## config.mk

```make
export PLATFORM = sky130hd
export DESIGN_NAME = axi_wr_arb_request_mux
export DESIGN_NICKNAME = d
export VERILOG_FILES = /design/src/rtl/axi_wr_arb_request_mux.sv
export SDC_FILE = /design/constraint.sdc
export NUM_CORES = 1
export LEC_CHECK = 0
export BUFFER_PORTS_ARGS = -buffer_cell sky130_fd_sc_hd__buf_2
export CORE_AREA = 2 2 85 87
export DETAILED_ROUTE_END_ITERATION = 12
export DIE_AREA = 0 0 87 89
export HOLD_SLACK_MARGIN = 0.03
export PLACE_DENSITY = 0.67
export SETUP_SLACK_MARGIN = 0.1
export SLEW_MARGIN = 15
export SYNTH_ARGS = -nofsm -noshare
export SYNTH_HDL_FRONTEND = slang
export SYNTH_SLANG_ARGS = --single-unit
```

## constraint.sdc

```tcl
create_clock -name clk -period 1.8 [get_ports clk]
set_input_delay 0.09 -clock clk [delete_from_list [all_inputs] [get_ports clk]]
set_output_delay 0.09 -clock clk [all_outputs]
set_load 0.02 [all_outputs]
```

## src/rtl/axi_wr_arb_request_mux.sv

```systemverilog
// Write-path front end for the round-robin arbiter: snapshots pending AW requests,
// validates the returned grant and routes one master's AW/B channels to the slave.
module axi_wr_arb_request_mux #(
  parameter int MST_NUM    = 3,
  parameter int ADDR_WIDTH = 32,
  parameter int ID_WIDTH   = 4,
  parameter int LEN_WIDTH  = 8,
  localparam int IW        = (MST_NUM > 1) ? $clog2(MST_NUM) : 1
) (
  input  logic                            clk,
  input  logic                            rstn,
  input  logic [MST_NUM-1:0]              s_awvalid,
  input  logic [MST_NUM*ADDR_WIDTH-1:0]   s_awaddr,
  input  logic [MST_NUM*LEN_WIDTH-1:0]    s_awlen,
  input  logic [MST_NUM*ID_WIDTH-1:0]     s_awid,
  output logic [MST_NUM-1:0]              s_awready,
  output logic [MST_NUM-1:0]              s_bvalid,
  output logic [1:0]                      s_bresp,
  output logic [ID_WIDTH-1:0]             s_bid,
  input  logic [MST_NUM-1:0]              s_bready,
  output logic                            m_awvalid,
  output logic [ADDR_WIDTH-1:0]           m_awaddr,
  output logic [LEN_WIDTH-1:0]            m_awlen,
  output logic [ID_WIDTH-1:0]             m_awid,
  input  logic                            m_awready,
  input  logic                            m_bvalid,
  input  logic [1:0]                      m_bresp,
  input  logic [ID_WIDTH-1:0]             m_bid,
  output logic                            m_bready,
  output logic                            arb_rd_wr_flag,
  output logic [MST_NUM-1:0]              arb_request,
  output logic                            arb_request_valid,
  input  logic [MST_NUM-1:0]              arb_grant,
  input  logic [IW-1:0]                   arb_grant_index,
  input  logic                            arb_grant_valid,
  output logic [IW-1:0]                   sel_index,
  output logic                            grant_err
);

  typedef enum logic [2:0] {
    IDLE     = 3'd0,
    REQ      = 3'd1,
    WAIT_GNT = 3'd2,
    ADDR     = 3'd3,
    RESP     = 3'd4
  } state_t;

  state_t               state, state_nxt;
  logic [MST_NUM-1:0]   req_nxt;
  logic                 req_vld_nxt;
  logic [IW-1:0]        sel_nxt;
  logic                 err_nxt;

  logic [MST_NUM-1:0]    sel_onehot;
  logic                  sel_awvalid;
  logic [ADDR_WIDTH-1:0] sel_awaddr;
  logic [LEN_WIDTH-1:0]  sel_awlen;
  logic [ID_WIDTH-1:0]   sel_awid;
  logic                  sel_bready;

  // A grant is accepted only if it is one-hot, agrees with its index and
  // names a master that was actually in the snapshot.
  function automatic logic grant_ok(input logic [MST_NUM-1:0] gnt,
                                    input logic [IW-1:0]      idx,
                                    input logic [MST_NUM-1:0] req);
    int   ones;
    logic hit;
    ones = 0;
    hit  = 1'b0;
    for (int i = 0; i < MST_NUM; i++) begin
      ones = ones + int'(gnt[i]);
      if (idx == IW'(i)) hit = gnt[i] & req[i];
    end
    return (ones == 1) && hit;
  endfunction

  assign arb_rd_wr_flag = 1'b1;

  always_ff @(posedge clk or negedge rstn) begin
    if (!rstn) begin
      state             <= IDLE;
      arb_request       <= '0;
      arb_request_valid <= 1'b0;
      sel_index         <= '0;
      grant_err         <= 1'b0;
    end else begin
      state             <= state_nxt;
      arb_request       <= req_nxt;
      arb_request_valid <= req_vld_nxt;
      sel_index         <= sel_nxt;
      grant_err         <= err_nxt;
    end
  end

  always_comb begin
    state_nxt = state;
    req_nxt   = arb_request;
    sel_nxt   = sel_index;
    err_nxt   = grant_err;
    case (state)
      IDLE: begin
        if (|s_awvalid) begin
          req_nxt   = s_awvalid;
          state_nxt = REQ;
        end
      end
      REQ: state_nxt = WAIT_GNT;
      WAIT_GNT: begin
        if (arb_grant_valid) begin
          if (grant_ok(arb_grant, arb_grant_index, arb_request)) begin
            sel_nxt   = arb_grant_index;
            state_nxt = ADDR;
          end else begin
            err_nxt   = 1'b1;
            state_nxt = IDLE;
          end
        end
      end
      ADDR: if (m_awvalid && m_awready) state_nxt = RESP;
      RESP: if (m_bvalid && m_bready) state_nxt = IDLE;
      default: state_nxt = IDLE;
    endcase
    // The strobe is a flop so it is high exactly for the cycle spent in REQ.
    req_vld_nxt = (state_nxt == REQ);
  end

  always_comb begin
    sel_onehot  = '0;
    sel_awvalid = 1'b0;
    sel_awaddr  = '0;
    sel_awlen   = '0;
    sel_awid    = '0;
    sel_bready  = 1'b0;
    for (int i = 0; i < MST_NUM; i++) begin
      if (sel_index == IW'(i)) begin
        sel_onehot[i] = 1'b1;
        sel_awvalid   = s_awvalid[i];
        sel_awaddr    = s_awaddr[i*ADDR_WIDTH +: ADDR_WIDTH];
        sel_awlen     = s_awlen[i*LEN_WIDTH +: LEN_WIDTH];
        sel_awid      = s_awid[i*ID_WIDTH +: ID_WIDTH];
        sel_bready    = s_bready[i];
      end
    end
  end

  // B is gated outside RESP so an early slave BVALID simply waits.
  always_comb begin
    m_awvalid = 1'b0;
    m_awaddr  = '0;
    m_awlen   = '0;
    m_awid    = '0;
    s_awready = '0;
    s_bvalid  = '0;
    s_bresp   = '0;
    s_bid     = '0;
    m_bready  = 1'b0;
    if (state == ADDR) begin
      m_awvalid = sel_awvalid;
      m_awaddr  = sel_awaddr;
      m_awlen   = sel_awlen;
      m_awid    = sel_awid;
      s_awready = sel_onehot & {MST_NUM{m_awready}};
    end
    if (state == RESP) begin
      s_bvalid = sel_onehot & {MST_NUM{m_bvalid}};
      m_bready = sel_bready;
      s_bresp  = m_bresp;
      s_bid    = m_bid;
    end
  end

endmodule

```

==> results.py <==
metrics = {
    "run_status": {
        "status": "finished clean",
    },
    "logic_synthesis": {
        "synth.ff_latch_count": 10,
        "synth_edf_count": 0,
        "netlist-cell-type-count": 35,
        "yosys_most_used_dff": "dfrtp_1",
        "syn_inst": 273,
        "yosysWarnings": 0,
        "ys_seq_area_frac": 0.140,
        "syn_nets": 428,
        "syn_avg_cell_area_um2": 6.56,
        "async_reset_ff_frac": 1.00,
        "netlist_area_um2": 1790,
    },
    "clocking": {
        "root_buffer": "clkbuf_8",
        "htreeDepth": 1,
        "clk_pin_slew_ns": 0.05,
        "worstSkewPairLatency_ns": 0.24,
        "cts_tree": "yes",
        "cts_buffers": 3,
        "clockBufferDepth": 2,
        "cts_sinks": 10,
    },
    "sta": {
        "finalClockSkew_ns": 0.00185,
        "slew_violations": 0,
        "setup_violations": 0,
        "setup_tns_ns": 0,
        "hold_viol": 0,
        "rsz0062_at_grt": "yes",
        "max_clock_freq_mhz": 584,
        "max_slew.worst_pin.slew_ns": 0.610,
        "slew_headroom": 0.590,
        "whs_ns": 0.0389,
        "min_period_ns": 1.71,
        "fin_ws_ns": 0.0887,
        "timing.final.crit_share": 0.951,
    },
    "worst_setup_path": {
        "r2r_slack_ns": 0.33,
        "cp_max_fo": 9,
        "crit_start": "sel_index[0]",
        "end_kind": "output pin",
        "worstSetupEndpoint": "m_awlen[6]",
        "critical_path_class": "reg2out",
        "start_kind": "flip-flop",
        "worst-r2r-cell-count": 6,
        "reg2reg_from": "sel_index[0]",
        "rr_endpoint": "state[0]",
        "cp.required_ns": 1.71,
        "arrival_ns": 1.62,
    },
    "cells_and_area": {
        "final_cell_mix": "buf_2, nor2_1, a21oi_1",
        "final_common_cell": "buf_2",
        "area_delta_synth_final_pct": 84.8,
        "n_antenna_cell": 0,
        "drive_gt1_frac": 0.533,
        "multi_input_area_um2": 1430,
        "ff_latch_area_um2": 256,
        "n_fill_cell": 672,
        "final_nets": 649,
    },
    "pwr": {
        "pwr_density_cell_nw_per_um2": 1300,
        "p_leak_uw": 0.00183,
        "ir_drop_mv": 0.729,
    },
    "routing": {
        "wl_met1_mm": 3.28,
        "wl_met2_mm": 4.14,
        "wl_met3_um": 563,
        "drtPass1Iterations": 4,
        "highest_layer": "met4",
        "via_count": 2722,
        "detail_route.iter0.violations": 85,
        "wire_per_inst_um": 14.0,
        "drtAntennaViolNets": 0,
        "drt-vias-per-instance": 4.75,
        "finalWirelength_mm": 8.03,
        "drc": 0,
    },
    "global_route": {
        "grt_pass1_wl_mm": 10.9,
        "grt_use_total": 0.173,
        "grt_start_max_net_pins": 53,
        "grt_pass1_vias": 2396,
        "antenna_found_initial": 0,
        "overflow": 0,
    },
    "placement": {
        "dp_hpwl_mm": 5.80,
        "dp_slack_ns": 0.242,
        "port_buffers": 218,
        "gp_congestion": 0.805,
    },
    "hold_path": {
        "worstHoldPathType": "in2reg",
        "hold_start": "arb_grant_valid",
    },
    "die": {
        "dieArea_um2": 7740,
        "ioPinCount": 220,
        "fp.dieW_um": 87,
        "rows": 30,
        "dieHeight_um": 89,
        "core_area_um2": 6720,
        "initial_core_util": 0.266,
    },
    "flow_run": {
        "maxCapViolCount": 0,
    },
}
-- where the power goes --
| group | internal, uW | total [uW] | switching, uW |
|---|---|---|---|
| sequential | 328 | 443 | 115 |
| combinational | 1670 | 3620 | 1950 |
| clock | 156 | 250 | 94.6 |
-- state kept, by name (all words and copies together), names as in the netlist --
name,cells
arb_request_valid,1
arb_request,3
state,3
sel_index,2
grant_err,1
-- cells in the mapped netlist, types with 2 or more instances --
cell      count  area (um2)
nor2_1       91         342
a21oi_1      46         230
mux2i_1      46         460
nand2_1      11        41.3
buf_4        10        75.1
dfrtp_1      10         250
clkbuf_1      9        33.8
and3_1        8        50.1
inv_1         6        22.5
buf_2         3        15.0
nor3_1        3        15.0
nor3b_1       3        22.5
o21ai_0       3        15.0
mux2_2        2        22.5
nand3_1       2        10.0
-- metrics by stage --
stage / util / cells / total power (uW) / area, um2
floorplan: - / 273 / 2660 / 1790
global placement: 0.439 / 554 / 3410 / 2950
detailed placement: 0.439 / 554 / 3440 / 2950
CTS: 0.455 / 561 / 3820 / 3060
global route: 0.492 / 573 / 4660 / 3310
finish: 0.492 / 573 / 4310 / 3310
-- layout make-up --
type	count	share of cell area
flip-flops and latches	10	0.0775
repair buffers	240	0.439
clock buffers	4	0.0136
inverters	6	0.00681
multi-input cells	233	0.432
well taps	80	0.0303
-- layer usage --
metal | global-route usage | vias to the layer above
met5 | 0 | -
met4 | 0.0213 | 0
met3 | 0.0212 | 5
met2 | 0.339 | 134
met1 | 0.204 | 1214
li1 | - | 1369
-- how the worst min path moves through the flow --
stage / end / slack [ns] / depth (start not counted)
after global placement: arb_request_valid / -0.04 / 1
after global routing: state[1] / 0.04 / 2
after CTS: state[1] / 0.05 / 2
final: state[1] / 0.04 / 2
after floorplan: arb_request[0] / -0.21 / 0
after detailed placement: arb_request_valid / -0.04 / 1
-- timing repair --
item                                    4_1_cts  5_1_grt
hold buffers                                  1        0
hold endpoints to repair                     10        0
endpoints found under the setup margin       48       48
cloned                                        1        5
pin swaps                                     0        2
gates resized for setup                       2       23
buffers inserted                              1        7
-- cell families (layout without fill, tap and decap cells) --
group / after synthesis / after routing / synth area share
simple gates: 127 / 127 / 0.315
compound gates: 56 / 56 / 0.172
other cells: 1 / 1 / 0.00209
mux: 48 / 48 / 0.270
fa+ha+maj: 1 / 1 / 0.0112
buf+inv: 30 / 250 / 0.0901
flops: 10 / 10 / 0.140
-- critical path, cell delays in order, from the launching register on --
cell	delay [ns]
dfrtp_2	0.41
buf_4	0.17
clkbuf_16	0.17
mux2i_1	0.19
nor2_1	0.06
a21oi_1	0.16
nor2_1	0.05
buf_2	0.17
Power figures use the tool's default switching activity.
